### src/rtl/rgb_pwm_ctrl.sv
// Multi-channel LED PWM controller with OFF/STATIC/BLINK/BREATHE modes per channel.
// Configuration is held in a single shadow slot and applied on PWM frame boundaries.
module rgb_pwm_ctrl #(
  parameter int CHANNELS     = 3,
  parameter int PWM_BITS     = 8,
  parameter int PRESCALE     = 48,
  parameter int BLINK_FRAMES = 64
) (
  input  logic                clk_i,
  input  logic                rst_i,
  input  logic                cfg_valid_i,
  output logic                cfg_ready_o,
  input  logic [2:0]          cfg_chan_i,
  input  logic [1:0]          cfg_mode_i,
  input  logic [PWM_BITS-1:0] cfg_level_i,
  output logic [CHANNELS-1:0] pwm_o,
  output logic                frame_o
);

  localparam int PRE_W = (PRESCALE > 1) ? $clog2(PRESCALE) : 1;
  localparam int BLK_W = (BLINK_FRAMES > 1) ? $clog2(BLINK_FRAMES) : 1;
  localparam int PROD_W = 2 * PWM_BITS;

  localparam logic [PWM_BITS-1:0] CNT_MAX  = '1;
  localparam logic [PWM_BITS-1:0] CNT_ZERO = '0;
  localparam logic [PRE_W-1:0]    PRE_LAST = PRE_W'(PRESCALE - 1);
  localparam logic [BLK_W-1:0]    BLK_LAST = BLK_W'(BLINK_FRAMES - 1);

  typedef enum logic [1:0] {
    MODE_OFF     = 2'b00,
    MODE_STATIC  = 2'b01,
    MODE_BLINK   = 2'b10,
    MODE_BREATHE = 2'b11
  } mode_e;

  // timebase
  logic [PRE_W-1:0]    pre_cnt;
  logic [PWM_BITS-1:0] pwm_cnt;
  logic                tick;
  logic                frame;

  // shadow slot
  logic                pending;
  logic [2:0]          sh_chan;
  mode_e               sh_mode;
  logic [PWM_BITS-1:0] sh_level;
  logic                accept;

  // per-channel configuration
  mode_e               mode_q   [CHANNELS];
  logic [PWM_BITS-1:0] level_q  [CHANNELS];
  mode_e               mode_nxt [CHANNELS];
  logic [PWM_BITS-1:0] level_nxt[CHANNELS];

  // shared effect generators
  logic [BLK_W-1:0]    blink_cnt;
  logic                blink_phase;
  logic [PWM_BITS-1:0] ramp;
  logic                dir_down;

  logic [PRE_W-1:0]    pre_cnt_nxt;
  logic [PWM_BITS-1:0] pwm_cnt_nxt;
  logic [BLK_W-1:0]    blink_cnt_nxt;
  logic                blink_phase_nxt;
  logic [PWM_BITS-1:0] ramp_nxt;
  logic                dir_down_nxt;

  logic [PROD_W-1:0]   breathe_prod[CHANNELS];
  logic [PWM_BITS-1:0] duty_nxt    [CHANNELS];
  logic [CHANNELS-1:0] pwm_nxt;

  assign tick        = (pre_cnt == PRE_LAST);
  assign frame       = tick && (pwm_cnt == CNT_MAX);
  assign cfg_ready_o = !pending;
  assign accept      = cfg_valid_i && !pending;

  always_comb begin
    pre_cnt_nxt     = tick ? '0 : pre_cnt + 1'b1;
    pwm_cnt_nxt     = tick ? pwm_cnt + 1'b1 : pwm_cnt;
    blink_cnt_nxt   = blink_cnt;
    blink_phase_nxt = blink_phase;
    ramp_nxt        = ramp;
    dir_down_nxt    = dir_down;

    if (frame) begin
      if (blink_cnt == BLK_LAST) begin
        blink_cnt_nxt   = '0;
        blink_phase_nxt = !blink_phase;
      end else begin
        blink_cnt_nxt = blink_cnt + 1'b1;
      end

      if (dir_down) begin
        ramp_nxt = ramp - 1'b1;
        if (ramp_nxt == CNT_ZERO) dir_down_nxt = 1'b0;
      end else begin
        ramp_nxt = ramp + 1'b1;
        if (ramp_nxt == CNT_MAX) dir_down_nxt = 1'b1;
      end
    end
  end

  // Channel registers take the shadow value on a frame; out-of-range indices match no channel.
  always_comb begin
    for (int c = 0; c < CHANNELS; c++) begin
      mode_nxt[c]  = mode_q[c];
      level_nxt[c] = level_q[c];
      if (frame && pending && (sh_chan == 3'(c))) begin
        mode_nxt[c]  = sh_mode;
        level_nxt[c] = sh_level;
      end
    end
  end

  // pwm_o is registered from next-cycle values so the first output of a frame lines up with frame_o.
  always_comb begin
    for (int c = 0; c < CHANNELS; c++) begin
      breathe_prod[c] = PROD_W'(level_nxt[c]) * PROD_W'(ramp_nxt);
      case (mode_nxt[c])
        MODE_STATIC:  duty_nxt[c] = level_nxt[c];
        MODE_BLINK:   duty_nxt[c] = blink_phase_nxt ? level_nxt[c] : CNT_ZERO;
        MODE_BREATHE: duty_nxt[c] = PWM_BITS'(breathe_prod[c] >> PWM_BITS);
        default:      duty_nxt[c] = CNT_ZERO;
      endcase
      pwm_nxt[c] = (duty_nxt[c] == CNT_MAX) || (pwm_cnt_nxt < duty_nxt[c]);
    end
  end

  always_ff @(posedge clk_i or posedge rst_i) begin
    if (rst_i) begin
      pre_cnt     <= '0;
      pwm_cnt     <= '0;
      frame_o     <= 1'b0;
      pending     <= 1'b0;
      sh_chan     <= '0;
      sh_mode     <= MODE_OFF;
      sh_level    <= '0;
      blink_cnt   <= '0;
      blink_phase <= 1'b0;
      ramp        <= '0;
      dir_down    <= 1'b0;
      pwm_o       <= '0;
      for (int c = 0; c < CHANNELS; c++) begin
        mode_q[c]  <= MODE_OFF;
        level_q[c] <= '0;
      end
    end else begin
      pre_cnt     <= pre_cnt_nxt;
      pwm_cnt     <= pwm_cnt_nxt;
      frame_o     <= frame;
      blink_cnt   <= blink_cnt_nxt;
      blink_phase <= blink_phase_nxt;
      ramp        <= ramp_nxt;
      dir_down    <= dir_down_nxt;
      pwm_o       <= pwm_nxt;
      for (int c = 0; c < CHANNELS; c++) begin
        mode_q[c]  <= mode_nxt[c];
        level_q[c] <= level_nxt[c];
      end

      // Accept and apply never coincide: acceptance needs an empty slot.
      if (accept) begin
        pending  <= 1'b1;
        sh_chan  <= cfg_chan_i;
        sh_mode  <= mode_e'(cfg_mode_i);
        sh_level <= cfg_level_i;
      end else if (frame && pending) begin
        pending <= 1'b0;
      end
    end
  end

endmodule
### config.mk
export PLATFORM = sky130hd
export DESIGN_NAME = rgb_pwm_ctrl
export DESIGN_NICKNAME = d
export VERILOG_FILES = /design/src/rtl/rgb_pwm_ctrl.sv
export SDC_FILE = /design/constraint.sdc
export NUM_CORES = 1
export LEC_CHECK = 0
export ABC_AREA = 1
export BUFFER_PORTS_ARGS = -buffer_cell sky130_fd_sc_hd__buf_4
export CORE_ASPECT_RATIO = 0.7
export CORE_MARGIN = 3
export CORE_UTILIZATION = 55
export CTS_CLUSTER_SIZE = 8
export DETAILED_ROUTE_END_ITERATION = 7
export PLACE_DENSITY = 0.8
export SETUP_SLACK_MARGIN = 0.2
export SLEW_MARGIN = 20
export SYNTH_ARGS = -nofsm -noshare
export SYNTH_HDL_FRONTEND = slang
export SYNTH_SLANG_ARGS = --single-unit
### constraint.sdc
create_clock -name clk_i -period 19.9 [get_ports clk_i]
set_clock_uncertainty 0.2 [all_clocks]
set_input_delay 0.995 -clock clk_i [delete_from_list [all_inputs] [get_ports clk_i]]
set_output_delay 0.995 -clock clk_i [all_outputs]
set_load 0.005 [all_outputs]
==> reports/results.tsv <==
metric	value	unit
whs_path_depth	1	
wirelength	27.7	mm
drcViolationCount	0	
worstSetupEndpointType	register	
nets	1647	
cts_hold_buf	0	
startpoint_type	register	
slowest_stage	inv_1	
arrival	8.03	ns
rsz0062_at_grt	no	
period_needed	7.96	ns
dp.final_hpwl	21.8	mm
finalSetupTns	0	ns
viasPerCell	5.63	
grt_overflow_total	0	
syn_area	0.0106	mm²
synthFlopType	dfrtp_1	
synth-seq-area-share	18.5	%
dr_total_vias	9225	
cts_resized	0	
critical_path_required	19.98	ns
grt_pass1_wl	45.3	mm
diodes	0	
synth-edff-count	0	
max_clock_freq	0.126	GHz
numClockSinks	78	
dieWidth	172	µm
hold_end	pre_cnt[0]$_DFF_PP0_	
start_util	57.4	%
place_congestion	0.935	
cellPowerDensity	29.1	mW/mm²
p_leak	6.01	nW
holdCritStartpoint	pre_cnt[0]$_DFF_PP0_	
clk_path_buf_depth	2	
worst_r2r_endpoint	pwm_o[2]$_DFF_PP0_	
cap_violations	0	
cts_tree	yes	
die_h	122	µm
grt_max_degree	79	
numCtsBuffers	9	
final_common_cell	nand2_1	
postCtsSetupBuffers	0	
fin_crit_sh	40.0	%
final_max_slew_viol_count	0	
finalPower	0.000328	W
tightest_slew	0.997	ns
outcome	finished, final reports clean	
first_iter_violations	836	
synth_nets	1630	
max-slew-margin-rel	32.8	%
coreArea	0.0184	mm²
mostFrequentLayoutCells	283 x nand2_1, 247 x inv_1, 176 x nor2_1, 127 x ha_1, 105 x fa_1	
critPathKind	register to register	
setup_viol	0	
final_cells	1640	
postLayoutCoreUtil	61.2	%
path_clk_slew	0.06	ns
ant_nets	0	
vdd.ir_drop.worst	36.9	µV
reg2reg_from	pre_cnt[0]$_DFF_PP0_	
async_flop_share	100	%
area_growth	6.70	%
cp_slowest_stage_delay	0.63	ns
dieArea	0.0209	mm²
drt_pass1_iterations	7	
htree_num_levels	3	
syn_inst	1382	
rrSetupSlack	11.94	ns
root_buffer	clkbuf_16	
grt_pass1_vias	8778	
antenna_found_initial	0	
critPathMaxFanout	13	
ys_ff_latch	78	
pin_count	21	
ys_types	45	
cpMostUsedCell	nand2_1	
postSynthAreaPerCell	7.65	µm²
hold_violations	0	
wl_per_cell	16.9	µm
drive_gt1_share	8.97	%
num_rows	41	
r2r_cells	30	
whs	0.271	ns
hp-class	register to register	
grt_use_total	27.6	%
synth_warnings	0	
dpl.cell_count	1623	
insertion_delay	0.34	ns
io_buffers	20	
==> worst max-delay path, delay by kind of cell (launching register included) <==
kind,cells,cell delay (ns)
flops,1,0.37
buf+inv,4,0.83
simple gates,15,2.51
fa+ha+maj,7,2.97
compound gates,4,1.00
==> stage by stage <==
step | setup slack [ns] | instance area, µm²
3_5_place_dp | 12.17 | 11000
6_report | 11.94 | 11300
3_3_place_gp | 12.46 | 11000
4_1_cts | 12.12 | 11200
5_1_grt | 11.27 | 11300
2_1_floorplan | 13.45 | 10600
==> power by group <==
| part | internal, W | switching (W) |
|---|---|---|
| clock | 0.0000950 | 0.0000685 |
| sequential | 0.000159 | 0 |
| combinational | 0.00000256 | 0.00000363 |
| total | 0.000256 | 0.0000722 |
==> cells by family (layout without fill, tap and decap cells) <==
logic type,count (synthesis),after routing,share of synthesized area (%)
and+or+nand+nor,620,620,25.8
buffers and inverters,286,308,10.5
adders and majority gates,232,232,34.9
AOI/OAI and AO/OA,133,133,7.44
muxes,8,8,0.853
DFF,78,78,18.5
xor gates and xnor gates,25,25,2.07
==> sequential cells by signal, indices dropped and copies added (netlist names), 2 cells and up <==
name       count
sh_chan        3
blink_cnt      6
pwm_o          3
pre_cnt        6
level_q       24
sh_level       8
mode_q         6
ramp           8
sh_mode        2
pwm_cnt        8
==> layer usage <==
layer | up-vias | share of wire (%) | GRT usage (%)
met5 | - | 0 | 0
met4 | 0 | 1.6 | 4.87
met2 | 471 | 42 | 40.5
met3 | 41 | 12 | 7.17
li1 | 4343 | - | -
met1 | 4370 | 44 | 41.6
==> cells in the mapped netlist (all sizes together), types with 7 or more instances <==
master | n | share of area (%)
xor2 | 14 | 1.2
clkbuf | 16 | 0.57
nor2 | 188 | 7.4
nand3 | 70 | 3.5
o21ai | 61 | 3.5
nor3 | 16 | 0.76
or2 | 22 | 1.3
nand3b | 10 | 0.71
dfrtp | 78 | 18
ha | 127 | 15
buf | 7 | 0.57
a21oi | 51 | 2.5
inv | 258 | 9.2
fa | 105 | 20
nand2 | 295 | 11
nand4 | 11 | 0.65
xnor2 | 11 | 0.91
mux2 | 8 | 0.85
==> cell type report <==
cell class / count / area [µm²]
Inverter: 263 / 988
Sequential cell: 78 / 1950
Clock inverter: 4 / 27.5
Tap cell: 236 / 295
Fill cell: 1615 / 7140
Timing Repair Buffer: 29 / 238
Multi-Input combinational cell: 1018 / 7510
Clock buffer: 12 / 267
==> worst max path at each step <==
stage / start / endpoint / depth (start not counted)
after floorplan: pre_cnt[0]$_DFF_PP0_ / pwm_o[2]$_DFF_PP0_ / 33
after global placement: pre_cnt[0]$_DFF_PP0_ / pwm_o[2]$_DFF_PP0_ / 30
after detailed placement: pre_cnt[0]$_DFF_PP0_ / pwm_o[2]$_DFF_PP0_ / 30
after CTS: pre_cnt[0]$_DFF_PP0_ / pwm_o[2]$_DFF_PP0_ / 30
after global routing: pre_cnt[0]$_DFF_PP0_ / pwm_o[2]$_DFF_PP0_ / 30
final: pre_cnt[0]$_DFF_PP0_ / pwm_o[2]$_DFF_PP0_ / 30
Power figures use the tool's default switching activity.
